### config.mk
export PLATFORM = sky130hd
export DESIGN_NAME = sect233r1_pt_mul_stream
export DESIGN_NICKNAME = d
export VERILOG_FILES = /design/src/rtl/sect233r1_pt_mul_stream_pkg.sv /design/src/rtl/sect233r1_word_unpack.sv /design/src/rtl/sect233r1_pt_mul_stream.sv
export SDC_FILE = /design/constraint.sdc
export NUM_CORES = 1
export LEC_CHECK = 0
export CAP_MARGIN = 20
export CELL_PAD_IN_SITES_DETAIL_PLACEMENT = 1
export CELL_PAD_IN_SITES_GLOBAL_PLACEMENT = 1
export CORE_ASPECT_RATIO = 0.75
export CORE_MARGIN = 8
export CORE_UTILIZATION = 45
export DETAILED_ROUTE_END_ITERATION = 8
export PLACE_DENSITY = 0.85
export SLEW_MARGIN = 20
export SYNTH_ARGS = -nofsm -noshare
export SYNTH_HDL_FRONTEND = slang
export SYNTH_SLANG_ARGS = --single-unit
export TNS_END_PERCENT = 50
### constraint.sdc
create_clock -name i_clk -period 3.4 [get_ports i_clk]
set_input_delay 0.68 -clock i_clk [delete_from_list [all_inputs] [get_ports i_clk]]
set_output_delay 0.68 -clock i_clk [all_outputs]
set_load 0.05 [all_outputs]
### src/rtl/sect233r1_pt_mul_stream_pkg.sv
// rtl/sect233r1_pt_mul_stream_pkg.sv - shared constants, state encoding and sizing helper
package sect233r1_pt_mul_stream_pkg;

  localparam int SECT233_M = 233;

  typedef enum logic [1:0] {
    ST_LOAD  = 2'd0,
    ST_START = 2'd1,
    ST_BUSY  = 2'd2,
    ST_OUT   = 2'd3
  } state_t;

  function automatic int nw_words(input int dw);
    return (SECT233_M + dw - 1) / dw;
  endfunction

endpackage

### src/rtl/sect233r1_word_unpack.sv
// rtl/sect233r1_word_unpack.sv - result buffer, output word counter and last-word flag
module sect233r1_word_unpack
  import sect233r1_pt_mul_stream_pkg::*;
#(
  parameter int DW = 32
) (
  input  logic                 i_clk,
  input  logic                 i_rst_n,
  input  logic                 i_clr,
  input  logic                 i_load,
  input  logic [SECT233_M-1:0] i_x,
  input  logic [SECT233_M-1:0] i_y,
  input  logic                 i_active,
  input  logic                 i_adv,
  output logic [DW-1:0]        o_data,
  output logic                 o_last
);

  localparam int NW   = nw_words(DW);
  localparam int TW   = 2 * NW;
  localparam int CW   = $clog2(TW);
  localparam int PADW = NW * DW - SECT233_M;

  logic [TW*DW-1:0] r_buf;
  logic [CW-1:0]    r_cnt;
  logic             w_end;

  assign w_end = (r_cnt == CW'(TW - 1));

  // clr only rewinds the counter; the buffer contents are deliberately retained
  always_ff @(posedge i_clk or negedge i_rst_n) begin
    if (!i_rst_n) begin
      r_buf <= '0;
      r_cnt <= '0;
    end else if (i_clr) begin
      r_cnt <= '0;
    end else if (i_load) begin
      r_buf <= {{PADW{1'b0}}, i_y, {PADW{1'b0}}, i_x};
      r_cnt <= '0;
    end else if (i_active && i_adv) begin
      r_buf <= r_buf >> DW;
      r_cnt <= w_end ? '0 : r_cnt + 1'b1;
    end
  end

  assign o_data = r_buf[DW-1:0];
  assign o_last = i_active && w_end;

endmodule

### src/rtl/sect233r1_pt_mul_stream.sv
// rtl/sect233r1_pt_mul_stream.sv - narrow stream front/back end for the sect233r1 point multiplier
module sect233r1_pt_mul_stream
  import sect233r1_pt_mul_stream_pkg::*;
#(
  parameter int DW = 32
) (
  input  logic                 i_clk,
  input  logic                 i_rst_n,
  input  logic                 i_clr,
  input  logic                 i_s_valid,
  output logic                 o_s_ready,
  input  logic [DW-1:0]        i_s_data,
  output logic                 o_m_valid,
  input  logic                 i_m_ready,
  output logic [DW-1:0]        o_m_data,
  output logic                 o_m_last,
  output logic                 o_busy,
  output logic                 o_core_clr,
  output logic                 o_core_start,
  output logic [SECT233_M-1:0] o_core_d,
  input  logic                 i_core_done,
  input  logic [SECT233_M-1:0] i_core_x,
  input  logic [SECT233_M-1:0] i_core_y
);

  localparam int NW = nw_words(DW);
  localparam int KW = $clog2(NW);

  state_t               r_state;
  state_t               w_state_nxt;
  logic [KW-1:0]        r_k;
  logic [SECT233_M-1:0] r_d;
  logic                 w_s_hs;
  logic                 w_k_end;
  logic                 w_load;
  logic                 w_last;

  assign w_s_hs  = (r_state == ST_LOAD) && i_s_valid;
  assign w_k_end = (r_k == KW'(NW - 1));
  assign w_load  = (r_state == ST_BUSY) && i_core_done && !i_clr;

  always_ff @(posedge i_clk or negedge i_rst_n) begin
    if (!i_rst_n) r_state <= ST_LOAD;
    else          r_state <= w_state_nxt;
  end

  always_comb begin
    w_state_nxt = r_state;
    case (r_state)
      ST_LOAD:  if (w_s_hs && w_k_end) w_state_nxt = ST_START;
      ST_START: w_state_nxt = ST_BUSY;
      ST_BUSY:  if (i_core_done) w_state_nxt = ST_OUT;
      ST_OUT:   if (i_m_ready && w_last) w_state_nxt = ST_LOAD;
      default:  w_state_nxt = ST_LOAD;
    endcase
    if (i_clr) w_state_nxt = ST_LOAD;
  end

  // Per-bit slice write; bits of the top word beyond the field width have no destination
  always_ff @(posedge i_clk or negedge i_rst_n) begin
    if (!i_rst_n) begin
      r_k <= '0;
      r_d <= '0;
    end else if (i_clr) begin
      r_k <= '0;
    end else if (w_s_hs) begin
      r_k <= w_k_end ? '0 : r_k + 1'b1;
      for (int i = 0; i < SECT233_M; i++) begin
        if (r_k == KW'(i / DW)) r_d[i] <= i_s_data[i % DW];
      end
    end
  end

  sect233r1_word_unpack #(.DW(DW)) u_unpack (
    .i_clk    (i_clk),
    .i_rst_n  (i_rst_n),
    .i_clr    (i_clr),
    .i_load   (w_load),
    .i_x      (i_core_x),
    .i_y      (i_core_y),
    .i_active (r_state == ST_OUT),
    .i_adv    (i_m_ready),
    .o_data   (o_m_data),
    .o_last   (w_last)
  );

  assign o_s_ready    = (r_state == ST_LOAD);
  assign o_m_valid    = (r_state == ST_OUT);
  assign o_m_last     = w_last;
  assign o_busy       = (r_state != ST_LOAD);
  assign o_core_clr   = i_clr;
  assign o_core_start = (r_state == ST_START);
  assign o_core_d     = r_d;

endmodule

==> impl_metrics.env, run 1 <==
export IMPL_worstPathMaxFanout=5
export IMPL_worst_slew_margin_rel=0.3946
export IMPL_grt_pass1_wl_um=191300
export IMPL_finalMaxSlewViolations=0
export IMPL_fin_crit_sh=1.022
export IMPL_synthTopCellsByCount="dfrtp_1, mux2_2, mux2_4"
export IMPL_area_growth_pct=33.46
export IMPL_track_usage=0.2990
export IMPL_synth_top_family_by_area="multiplexers"
export IMPL_nNetsFinal=3446
export IMPL_powerDensity_nw_per_um2=590.6
export IMPL_synthAdderAreaFrac=0.003969
export IMPL_r2r_slack_ns=0.67
export IMPL_route_detailed_drc=0
export IMPL_post_cts_setup_buffers=0
export IMPL_yosysSeqAreaShare=0.5275
export IMPL_antenna_left=0
export IMPL_place_area_um2=43500
export IMPL_clockPowerShare=0.337
export IMPL_port_buffers=774
export IMPL_status="complete, but fails checks"
export IMPL_clk_path_buf_depth=3
export IMPL_max_freq_ghz=0.2877
export IMPL_cpMaxStageDelayCell="clkdlybuf4s50_1"
export IMPL_clkTransAtPathRegs_ns=0.07
export IMPL_grt_util_met1=0.3296
export IMPL_end_kind="primary output"
export IMPL_whs_ns=0.03334
export IMPL_layout_setup_ws_ns=-0.07619
export IMPL_synthXorXnorAreaFrac=0.0002526
export IMPL_place_inst=3888
export IMPL_synth_area_per_cell_um2=15.97
export IMPL_use_met3=0.09466
export IMPL_p_sw_frac=0.3599
export IMPL_dieHeight_um=256.4
export IMPL_crit_type="flip-flop to primary output"
export IMPL_path_cells="ha_1 -> nand3_1 -> nor2_1 -> clkdlybuf4s50_1"
export IMPL_grt_busiest_layer="met2"
export IMPL_seqPwrFrac=0.378
export IMPL_tritoncts="built"
export IMPL_io_pins=775
export IMPL_die_area_um2=86290
export IMPL_fin_area_um2=46280
export IMPL_fin_skew_ns=0.06515
export IMPL_drt_iter0_drc=1392
export IMPL_wire_per_inst_um=34.01
export IMPL_cts_made_buffers=76
export IMPL_synthCells=2171
export IMPL_crit_family="buffers and inverters"
export IMPL_ys_flop_type="dfrtp_1"
export IMPL_synth_area_leaders="dfrtp_1, mux2_2, mux2_4"
export IMPL_final_cells=4067
export IMPL_combPwrFrac=0.285
export IMPL_fp_dieW_um=336.5
export IMPL_antenna_found_initial=51
export IMPL_synth_distinct_cells=37
export IMPL_violations="negative setup slack"
export IMPL_vias=22650
export IMPL_synth_edf_count=0
export IMPL_start_kind="flip-flop"
export IMPL_path_buf_inv=1
export IMPL_synthesis_nets=2686
export IMPL_grt_max_degree=94
export IMPL_initial_core_util=0.4525
export IMPL_met2_usage=0.5252
export IMPL_tightestPinTransition_ns=0.9059
export IMPL_min_path_type="input port to async pin"
export IMPL_synth_area_leader_cell="dfrtp_1"
export IMPL_finalHoldViolCount=0
export IMPL_reg2reg_from="r_state[0]"
export IMPL_intPower_mw=17.50
export IMPL_core_um2=76630
export IMPL_worstPathArrival_ns=2.80
export IMPL_grt_overflow_total=0
export IMPL_dr_pass1_iters=4
export IMPL_synth_simple_area_share=0.008190
export IMPL_final_layout_size_suffix_gt1_frac=0.4361
export IMPL_clock_latency_ns=0.67
export IMPL_cp_startpoint="u_unpack.r_cnt[0]"
export IMPL_critPathRequiredTime_ns=2.72
export IMPL_vdd_drop_max_mv=0.8731
export IMPL_cts_sinks=731
export IMPL_total_leakage_power_nw=22.64
export IMPL_synth_compound_area_frac=0.01075
export IMPL_htree_levels=3
export IMPL_muxShareOfSynthArea=0.4083
export IMPL_max_cap_violations=0
export IMPL_synth_most_common_cell="dfrtp_1"
export IMPL_finalCriticalPeriod_ns=3.476
export IMPL_fp_row_count=88
export IMPL_async_flop_share=1.000
export IMPL_grt_pass1_vias=25950
export IMPL_viasPerCell=5.569
export IMPL_routed_wl_um=138300
export IMPL_max_stage_delay_ns=0.89
export IMPL_cts_root_buffer="clkbuf_16"
export IMPL_setup_viol=1
export IMPL_place_gp_congestion=0.8910
export IMPL_netlist_area_leader_share=0.5275
export IMPL_p_switching_mw=9.838
export IMPL_pre_cts_slack_ns=0.3902
export IMPL_synth_area_um2=34680
export IMPL_dp_hpwl_um=89660
export IMPL_ys_warn_count=0
export IMPL_synth_seq_cells=731
layer usage:
layer / up-vias / part of all wire
met5: - / 0.0011
met4: 24 / 0.060
met3: 394 / 0.076
met2: 954 / 0.50
met1: 11980 / 0.36
li1: 9295 / -
power groups by stage:
| stage | clock network (mW) | logic (mW) | registers, mW |
|---|---|---|---|
| 4_1_cts | 9.26 | 7.70 | 10.3 |
| 2_1_floorplan | 0 | 1.05 | 13.2 |
| 3_5_place_dp | 0 | 7.48 | 10.3 |
| 5_1_grt | 9.62 | 7.91 | 10.4 |
| 3_3_place_gp | 0 | 7.33 | 10.2 |
| 6_report | 9.20 | 7.79 | 10.3 |
cells in the final DEF (no fill, tap or decap), types with 6 or more instances in the layout:
master           Yosys  layout
buf_12               0      41
dfrtp_1            731     731
a21oi_1              6       6
diode_2              0      42
ha_1                11      10
clkbuf_16            0      77
bufinv_16            0       9
inv_1               30      30
clkinvlp_4           0       8
mux2_4             400     400
mux2_2             695     695
clkdlybuf4s50_1      0     771
mux2_1               6       6
clkinv_2             0      13
nand2_1             32      32
mux2i_1             26      26
clkbuf_1             9      11
buf_4               76      34
clkbuf_8             0      11
a22o_1              32      32
state kept, by name (all words and copies together) (netlist names):
name,count
o_core_d,233
r_k,3
r_state,2
u_unpack.r_buf,489
u_unpack.r_cnt,4
timing repair:
action | in CTS | in global routing
hold buffers | 0 | 0
endpoints found under the setup margin | 2 | 0
hold endpoints to repair | 0 | 0
gates resized for setup | 2 | 0
logic make-up after synthesis:
| group | after synthesis |
|---|---|
| mux | 1127 |
| flops | 731 |
| buf+inv | 196 |
| simple gates | 60 |
| compound gates | 45 |
| fa+ha+maj | 11 |
| xor+xnor | 1 |
area by class of cell:
cell class	instances	area [um2]
well taps	1035	1295
flip-flops and latches	731	18290
clock buffers	99	2120
inverters	30	112.6
multi-input cells	1244	14980
repair buffers	848	8817
clock inverters	38	559.3
diodes	42	105.1
fillers	6989	30350
per-stage QoR:
step                      utilization  power, mW  setup TNS, ns
after global routing           0.6037      27.91        -0.1160
after global placement         0.5676      17.53              0
final                          0.6039      27.33       -0.07619
after detailed placement       0.5676      17.77              0
after CTS                      0.6026      27.24              0
after floorplan                     -      14.23              0
final timing paths:
path / to / cells after the start
min: u_unpack.r_buf[421] / 1
max reg2reg: u_unpack.r_buf[84] / 7
min reg2reg: u_unpack.r_buf[90] / 1
max: o_m_last / 4
min in group i_clk: u_unpack.r_buf[90] / 1
max in group asynchronous: u_unpack.r_buf[370] / 2
No activity file was read; power rests on OpenSTA's default activity.
==> run 2, diff against run 1 <==
--- a/config.mk
+++ b/config.mk
@@ -10,9 +10,9 @@
 export CELL_PAD_IN_SITES_GLOBAL_PLACEMENT = 1
 export CORE_ASPECT_RATIO = 0.75
 export CORE_MARGIN = 8
-export CORE_UTILIZATION = 45
+export CORE_UTILIZATION = 42
 export DETAILED_ROUTE_END_ITERATION = 8
-export PLACE_DENSITY = 0.85
+export PLACE_DENSITY = 0.8
 export SLEW_MARGIN = 20
 export SYNTH_ARGS = -nofsm -noshare
 export SYNTH_HDL_FRONTEND = slang
==> constraint.sdc (replaced) <==
create_clock -name i_clk -period 3.2 [get_ports i_clk]
set_input_delay 0.64 -clock i_clk [delete_from_list [all_inputs] [get_ports i_clk]]
set_output_delay 0.64 -clock i_clk [all_outputs]
set_load 0.05 [all_outputs]
==> run 2 against run 1 <==
The flow now finishes without violations. Sequential cell count unchanged. Register-to-register slack gained 0.03 ns. Power up 2.3%. Sequential share of layout area barely moved. Critical endpoint is now o_m_valid. Largest power group unchanged.
==> impl_metrics.env, run 2 (synthesized netlist as in run 1, its figures left out) <==
export IMPL_top_register="u_unpack.r_buf"
export IMPL_intPower_mw=18.36
export IMPL_clockPowerShare=0.332
export IMPL_whs_ns=0.4964
export IMPL_grt_pass1_wl_um=172000
export IMPL_vdd_drop_max_mv=0.6356
export IMPL_layout_setup_ws_ns=0.1429
export IMPL_worst_slew_margin_rel=0.5258
export IMPL_htree_levels=3
export IMPL_status="finished, final reports clean"
export IMPL_path_buf_inv=1
export IMPL_max_freq_ghz=0.3271
export IMPL_timing_setup_tns_ns=0
export IMPL_tritoncts="built"
export IMPL_area_growth_pct=33.46
export IMPL_antenna_left=0
export IMPL_vias=21490
export IMPL_place_gp_congestion=0.8534
export IMPL_fp_dieW_um=347.8
export IMPL_drt_iter0_drc=1023
export IMPL_final_layout_size_suffix_gt1_frac=0.4352
export IMPL_clock_latency_ns=0.64
export IMPL_grt_overflow_total=0
export IMPL_p_switching_mw=9.604
export IMPL_route_detailed_drc=0
export IMPL_largest_reg_flops=489
export IMPL_port_buffers=774
export IMPL_viasPerCell=5.235
export IMPL_io_pins=775
export IMPL_tightestPinTransition_ns=0.7092
export IMPL_max_cap_violations=0
export IMPL_fp_row_count=91
export IMPL_crit_type="flip-flop to primary output"
export IMPL_worstPathMaxFanout=8
export IMPL_clk_path_buf_depth=3
export IMPL_finalMaxSlewViolations=0
export IMPL_nNetsFinal=3456
export IMPL_initial_core_util=0.4230
export IMPL_total_leakage_power_nw=22.69
export IMPL_place_area_um2=43590
export IMPL_critPathRequiredTime_ns=2.56
export IMPL_combPwrFrac=0.281
export IMPL_cts_sinks=731
export IMPL_seqPwrFrac=0.387
export IMPL_fin_crit_sh=0.9554
export IMPL_track_usage=0.2457
export IMPL_min_path_type="flip-flop to flip-flop"
export IMPL_pre_cts_slack_ns=0.3161
export IMPL_grt_pass1_vias=24910
export IMPL_p_sw_frac=0.3435
export IMPL_cts_root_buffer="clkbuf_16"
export IMPL_die_area_um2=92110
export IMPL_setup_viol=0
export IMPL_start_kind="flip-flop"
export IMPL_finalCriticalPeriod_ns=3.057
export IMPL_clkTransAtPathRegs_ns=0.06
export IMPL_dr_pass1_iters=4
export IMPL_max_stage_delay_ns=1.00
export IMPL_end_kind="primary output"
export IMPL_crit_family="buffers and inverters"
export IMPL_routed_wl_um=116100
export IMPL_final_common_cell="clkdlybuf4s50_1"
export IMPL_rsz0062_at_grt="no"
export IMPL_dp_hpwl_um=86430
export IMPL_worstPathArrival_ns=2.42
export IMPL_fin_area_um2=46280
export IMPL_cts_made_buffers=78
export IMPL_final_core_util=0.5646
export IMPL_dieHeight_um=264.9
export IMPL_final_cell_mix="clkdlybuf4s50_1, dfrtp_1, mux2_2"
export IMPL_grt_max_degree=93
export IMPL_powerDensity_nw_per_um2=604.2
export IMPL_path_cells="ha_1 -> clkdlybuf4s50_1"
export IMPL_core_um2=81980
export IMPL_cpMaxStageDelayCell="clkdlybuf4s50_1"
export IMPL_antenna_found_initial=49
export IMPL_wire_per_inst_um=28.28
export IMPL_post_cts_setup_buffers=0
export IMPL_finalHoldViolCount=0
export IMPL_fin_skew_ns=0.03221
## run 2: changes by cell type in the layout (fill, tap and decap cells not counted), moves of 6 or more
cell and change:
clkbuf_1 +9, diode_2 -9, buf_4 +7, clkinvlp_4 -6, bufinv_16 -6, clkbuf_8 +8
## run 2: per-layer routing
layer  vias up  GRT usage  wire length (um)
li1       9315          -                 -
met1     11300     0.2838             44850
met2       621     0.4293             59510
met3       220    0.08028              7945
met4        34    0.08277              3569
met5         -          0               199
## run 2: per-stage QoR
stage	power (mW)	cells
after CTS	28.23	4072
after detailed placement	18.74	3929
after floorplan	15.12	2171
after global placement	18.55	3928
after global routing	28.82	4099
final	27.96	4105
## run 2: area by class of cell
cell class	count	area (um2)
timing repair buffer	856	8879
fill	7664	35700
antenna	33	82.58
multi-input combinational	1244	14980
tap	1069	1338
clock buffer	117	2288
inverter	30	112.6
sequential	731	18290
clock inverter	25	311.5
## run 2: what timing repair did
item,4_1_cts,5_1_grt
hold endpoints to repair,8,0
endpoints found under the setup margin,0,1
hold buffers,1,0
resized for setup,0,1
## run 2: power groups by stage
stage / sequential [mW] / combinational, mW / clock (mW)
floorplan: 14.0 / 1.11 / 0
global placement: 10.8 / 7.71 / 0
detailed placement: 10.9 / 7.82 / 0
CTS: 10.8 / 7.91 / 9.51
global route: 10.9 / 8.08 / 9.83
finish: 10.8 / 7.86 / 9.28
## run 2: final timing paths
kind | from | end | slack (ns) | depth (start not counted)
hold / removal | u_unpack.r_buf[486] | u_unpack.r_buf[486] | 0.50 | 1
setup reg to reg | r_state[1] | o_core_d[218] | 0.70 | 7
setup / recovery | r_state[1] | o_m_valid | 0.14 | 2
max in group asynchronous | i_rst_n | u_unpack.r_buf[298] | 1.45 | 4
min in group asynchronous | i_rst_n | o_core_d[231] | 0.59 | 2
hold reg to reg | u_unpack.r_buf[486] | u_unpack.r_buf[486] | 0.50 | 1
## run 2: worst register-to-register path: cells and delay by family, from the launching register on
family,cells,cell delay [ns]
and+or+nand+nor,2,0.69
adders and majority gates,1,0.29
DFF,1,0.42
buffers and inverters,3,0.67
muxes,1,0.30
